--- config.mk ---
export PLATFORM = sky130hd
export DESIGN_NAME = fold_reduce_flat
export DESIGN_NICKNAME = d
export VERILOG_FILES = /design/src/rtl/fold_reduce_if.sv /design/src/rtl/fold_reduce.sv /design/src/flat_wrapper.sv
export SDC_FILE = /design/constraint.sdc
export NUM_CORES = 1
export LEC_CHECK = 0
export BUFFER_PORTS_ARGS = -buffer_cell sky130_fd_sc_hd__buf_2
export CAP_MARGIN = 5
export CELL_PAD_IN_SITES_DETAIL_PLACEMENT = 2
export CELL_PAD_IN_SITES_GLOBAL_PLACEMENT = 2
export CORE_MARGIN = 5
export CORE_UTILIZATION = 36
export DETAILED_ROUTE_END_ITERATION = 12
export PLACE_DENSITY = 0.77
export SYNTH_ARGS = -nofsm -noshare
export SYNTH_HDL_FRONTEND = slang
export SYNTH_SLANG_ARGS = --single-unit
--- constraint.sdc ---
create_clock -name clk -period 4.63 [get_ports clk]
set_input_delay 0.463 -clock clk [delete_from_list [all_inputs] [get_ports clk]]
set_output_delay 0.463 -clock clk [all_outputs]
set_load 0.03 [all_outputs]
--- src/rtl/fold_reduce_if.sv ---
// Handshake bundle for fold_reduce: operand in, residue out.
// slave = reducer side, master = producer/consumer side.
interface fold_reduce_if #(
  parameter int L = 16
);
  logic             in_valid;
  logic             in_ready;
  logic [2*L-1:0]   p;
  logic             out_valid;
  logic             out_ready;
  logic [L-1:0]     r;

  modport slave (
    input  in_valid,
    input  p,
    input  out_ready,
    output in_ready,
    output out_valid,
    output r
  );

  modport master (
    output in_valid,
    output p,
    output out_ready,
    input  in_ready,
    input  out_valid,
    input  r
  );
endinterface

--- src/rtl/fold_reduce.sv ---
// Sequential reducer mod M = 2^L - c, c = 2^V1 - 2^V2 - 1.
// Folds the upper half by shift/subtract, then one final correction.
module fold_reduce #(
  parameter int L  = 16,
  parameter int V1 = 3,
  parameter int V2 = 1
) (
  input  logic         clk,
  input  logic         rst_n,
  fold_reduce_if.slave bus
);

  localparam int C = (1 << V1) - (1 << V2) - 1;
  localparam logic [L-1:0] CL   = L'(C);
  localparam logic [L-1:0] MODV = ~CL + L'(1);

  typedef enum logic [1:0] {
    S_IDLE,
    S_FOLD,
    S_CORR,
    S_DONE
  } state_t;

  state_t           r_state;
  state_t           w_next;
  logic [2*L-1:0]   r_acc;
  logic [L-1:0]     r_r;

  logic [L-1:0]     w_hi;
  logic [L-1:0]     w_lo;
  logic [2*L-1:0]   w_hiz;
  logic [2*L-1:0]   w_hc;
  logic [2*L-1:0]   w_sum;
  logic [L-1:0]     w_corr;
  logic             w_hi_zero;

  assign w_hi      = r_acc[2*L-1:L];
  assign w_lo      = r_acc[L-1:0];
  assign w_hi_zero = (w_hi == '0);
  assign w_hiz     = {{L{1'b0}}, w_hi};

  // hi*c = (hi<<V1) - (hi<<V2) - hi
  assign w_hc  = (w_hiz << V1) - (w_hiz << V2) - w_hiz;
  assign w_sum = {{L{1'b0}}, w_lo} + w_hc;

  assign w_corr = (w_lo >= MODV) ? (w_lo - MODV) : w_lo;

  assign bus.in_ready  = (r_state == S_IDLE);
  assign bus.out_valid = (r_state == S_DONE);
  assign bus.r         = r_r;

  always_ff @(posedge clk or negedge rst_n) begin
    if (!rst_n) begin
      r_state <= S_IDLE;
    end else begin
      r_state <= w_next;
    end
  end

  always_comb begin
    w_next = r_state;
    unique case (r_state)
      S_IDLE: if (bus.in_valid) w_next = S_FOLD;
      S_FOLD: if (w_hi_zero) w_next = S_CORR;
      S_CORR: w_next = S_DONE;
      S_DONE: if (bus.out_ready) w_next = S_IDLE;
      default: w_next = S_IDLE;
    endcase
  end

  always_ff @(posedge clk or negedge rst_n) begin
    if (!rst_n) begin
      r_acc <= '0;
      r_r   <= '0;
    end else begin
      if (r_state == S_IDLE && bus.in_valid) begin
        r_acc <= bus.p;
      end else if (r_state == S_FOLD && !w_hi_zero) begin
        r_acc <= w_sum;
      end
      if (r_state == S_CORR) begin
        r_r <= w_corr;
      end
    end
  end

endmodule

--- src/flat_wrapper.sv ---
// flat-port wrapper written by rule: the top's interface ports become plain ports
module fold_reduce_flat 
#(
  parameter int L  = 16,
  parameter int V1 = 3,
  parameter int V2 = 1
)
  (clk, rst_n, bus_in_valid, bus_p, bus_out_ready, bus_in_ready, bus_out_valid, bus_r);
  fold_reduce_if #(.L(L)) bus_i ();
  input  logic clk;
  input  logic rst_n;
  input wire logic [$bits(bus_i.in_valid)-1:0] bus_in_valid;
  input wire logic [$bits(bus_i.p)-1:0] bus_p;
  input wire logic [$bits(bus_i.out_ready)-1:0] bus_out_ready;
  output wire logic [$bits(bus_i.in_ready)-1:0] bus_in_ready;
  output wire logic [$bits(bus_i.out_valid)-1:0] bus_out_valid;
  output wire logic [$bits(bus_i.r)-1:0] bus_r;
  assign bus_i.in_valid = bus_in_valid;
  assign bus_i.p = bus_p;
  assign bus_i.out_ready = bus_out_ready;
  assign bus_in_ready = bus_i.in_ready;
  assign bus_out_valid = bus_i.out_valid;
  assign bus_r = bus_i.r;
  fold_reduce #(.L(L), .V1(V1), .V2(V2)) u_core (.clk(clk), .rst_n(rst_n), .bus(bus_i));
endmodule
==> flow_metrics.py <==
metrics = {
    "outcome": {
        "status": "complete, no violations",
    },
    "setup_path": {
        "slowest_stage": "or3b_2",
        "rr_worst_depth": 16,
        "start_kind": "flip-flop",
        "crit_start": "u_core.r_acc[18]",
        "r2r_end": "u_core.r_acc[24]",
        "slowest_delay_ns": 0.48,
        "crit_chain": "inv_1 -> ha_1 -> or3b_2 -> a21oi_2 -> o21a_1 -> o21ai_0 -> a21oi_1 -> xnor2_1 -> fa_1 -> ha_2 -> and4_2 -> and3_1 -> a41oi_2 -> buf_4 -> o21ai_4 -> o311ai_1",
        "crit_type": "reg -> reg",
        "reg2reg_slack_ns": 0.18,
        "endpoint_kind": "flip-flop",
        "crit_end": "u_core.r_acc[24]",
        "r2r-start": "u_core.r_acc[18]",
        "worstPathArrival_ns": 4.58,
        "crit_path_max_fanout": 7,
        "worst_ep_required_time_ns": 4.76,
    },
    "logic_synthesis": {
        "synth_edf_count": 0,
        "synth_ff_type": "dfrtp_1",
        "avgSynthCellArea_um2": 8.664,
        "synthArstFlopShare_pct": 100.0,
        "ys_ff_latch": 50,
        "netlist_area_mm2": 0.004592,
        "yosysSeqAreaShare_pct": 27.25,
        "syn_nets": 622,
        "synth_cell_types": 70,
        "synthCells": 530,
        "ys_warn_count": 0,
    },
    "layout": {
        "final_core_util_pct": 42.30,
        "finish.net_count": 677,
        "insertedDiodeCount": 0,
        "syn2layout_area_growth_pct": 15.78,
        "drive_gt1_share_pct": 20.31,
    },
    "clock_network": {
        "clock_latency_ns": 0.30,
        "cts_tree": "yes",
        "cts_made_buffers": 5,
        "postCtsHoldBufs": 0,
        "cts.sinks": 50,
        "cts_max_level": 2,
        "path_clk_slew_ns": 0.07,
        "cts_root_buf": "clkbuf_16",
        "max-clock-path-buffers": 2,
    },
    "grt": {
        "grt_pass1_vias": 4909,
        "antenna_found_initial": 0,
        "grt_pass1_wl_um": 27580,
        "track_usage_pct": 23.88,
        "grt.overflow.total": 0,
        "grt_max_degree": 51,
    },
    "job": {
        "cap_viol_max_count": 0,
    },
    "detailed_routing": {
        "dr.pass1.iters": 4,
        "via_count": 4327,
        "vias_per_cell": 5.708,
        "routed_wl_um": 17110,
        "post-route-drc-count": 0,
        "drt_iter0_markers": 242,
        "routedWlPerCell_um": 22.57,
        "drtAntennaViolNets": 0,
    },
    "sta": {
        "worstMarginPinSlew_ns": 1.107,
        "max-slew-margin-rel_pct": 25.98,
        "period_minus_slack_ns": 4.448,
        "clock.fmax_ghz": 0.2248,
        "setup_violations": 0,
        "finalClockSkew_ns": 0.01447,
        "hold_violations": 0,
        "period_share_pct": 96.07,
        "final_max_slew_viol_count": 0,
    },
    "floorplanning": {
        "core-area_mm2": 0.01257,
        "ios": 54,
        "dieArea_mm2": 0.01511,
        "initial_core_util_pct": 36.54,
        "die_h_um": 122.9,
        "num_rows": 41,
        "fp.dieW_um": 122.9,
    },
    "place": {
        "gp_congestion": 0.9138,
        "dpl.hpwl_um": 13390,
        "port_buffers": 53,
    },
    "hold_path": {
        "hp-class": "in -> async",
    },
}
==> worst min-delay path by stage <==
| stage | startpoint | endpoint |
|---|---|---|
| 2_1_floorplan | rst_n | u_core.bus.r[0] |
| 3_3_place_gp | u_core.bus.r[3] | u_core.bus.r[3] |
| 3_5_place_dp | u_core.bus.r[12] | u_core.bus.r[12] |
| 4_1_cts | rst_n | u_core.r_acc[3] |
| 5_1_grt | rst_n | u_core.bus.r[0] |
| 6_report | rst_n | u_core.bus.r[0] |
==> sequential cells by signal (all words and copies together) (netlist names) <==
| register | cells |
|---|---|
| u_core.bus.r | 16 |
| u_core.r_acc | 32 |
| u_core.r_state | 2 |
==> metal layers <==
metal / share of wire (%) / routed length, um / track usage (%) / vias to the layer above
met2: 48 / 8149 / 39.36 / 89
met4: 3.6 / 609 / 8.467 / 0
met1: 45 / 7727 / 31.90 / 2194
li1: - / - / - / 2016
met3: 3.6 / 618 / 3.660 / 28
met5: 0 / 0 / 0 / -
==> area by class of cell <==
type                    instances  area, um2
fillers                      1433       7252
multi-input cells             413       3137
flip-flops and latches         50       1251
repair buffers                 67      370.4
well taps                     172      215.2
inverters                      48      180.2
clock buffers                   7      132.6
clock inverters                 1      30.03
==> through the flow <==
stage / instance area, um2 / setup TNS, ns / hold WS [ns] / cells / worst slack, ns
floorplan: 4592 / 0 / 0.1674 / 530 / 0.5589
global placement: 5037 / -0.2151 / 0.5106 / 747 / -0.2151
detailed placement: 5037 / -0.4240 / 0.5209 / 747 / -0.2195
CTS: 5219 / 0 / 0.3108 / 756 / 0.01404
global route: 5316 / -0.1649 / 0.3480 / 758 / -0.05415
finish: 5316 / 0 / 0.2788 / 758 / 0.1817
==> logic make-up after synthesis <==
kind of cell	synth area share (%)
buffers and inverters	6.485
adder cells (fa/ha/maj)	17.87
multiplexers	1.090
AO/OA/AOI/OAI	26.02
flip-flops	27.25
AND/OR/NAND/NOR	17.08
XOR/XNOR	4.196
==> critical path, delay by kind of cell, from the launching register on <==
kind / cells / cell delay (ns)
AOI/OAI and AO/OA: 7 / 1.24
adders and majority gates: 3 / 1.22
and+or+nand+nor: 3 / 0.95
DFF: 1 / 0.37
buffers and inverters: 2 / 0.33
xor gates and xnor gates: 1 / 0.16
==> synthesized netlist by cell type (12+ instances only) <==
cell type	number	share of area (%)
inv_1	48	3.9
nand3_1	18	2.0
nor2_1	31	2.5
a21oi_1	43	4.7
dfrtp_1	50	27
ha_1	40	11
xnor2_1	15	2.9
o21a_1	12	2.0
fa_1	16	7.0
o21ai_0	39	4.3
nand2_1	47	3.8
nor3_1	14	1.5
==> what timing repair did <==
| item | CTS | global route |
|---|---|---|
| resized for setup | 3 | 24 |
| buffers inserted | 1 | 2 |
| gates cloned | 0 | 0 |
| endpoints found under the setup margin | 13 | 15 |
| pin swaps | 1 | 3 |
==> cell usage in the layout (no fill, tap or decap), types with 10 or more instances in the layout <==
cell type	synthesis	final
buf_4	0	14
dfrtp_1	50	50
a21oi_1	43	40
o21a_1	12	12
a211o_1	10	10
xnor2_1	15	15
ha_1	40	32
buf_2	3	53
nor2_1	31	31
o21ai_0	39	34
fa_1	16	16
nand3_1	18	18
inv_1	48	46
o21ai_1	7	10
nor3_1	14	14
nand2_1	47	47
a21o_1	11	11
Power is not shown: default switching activity piles up to over one toggle a cycle in this logic, so the estimate is an artifact.
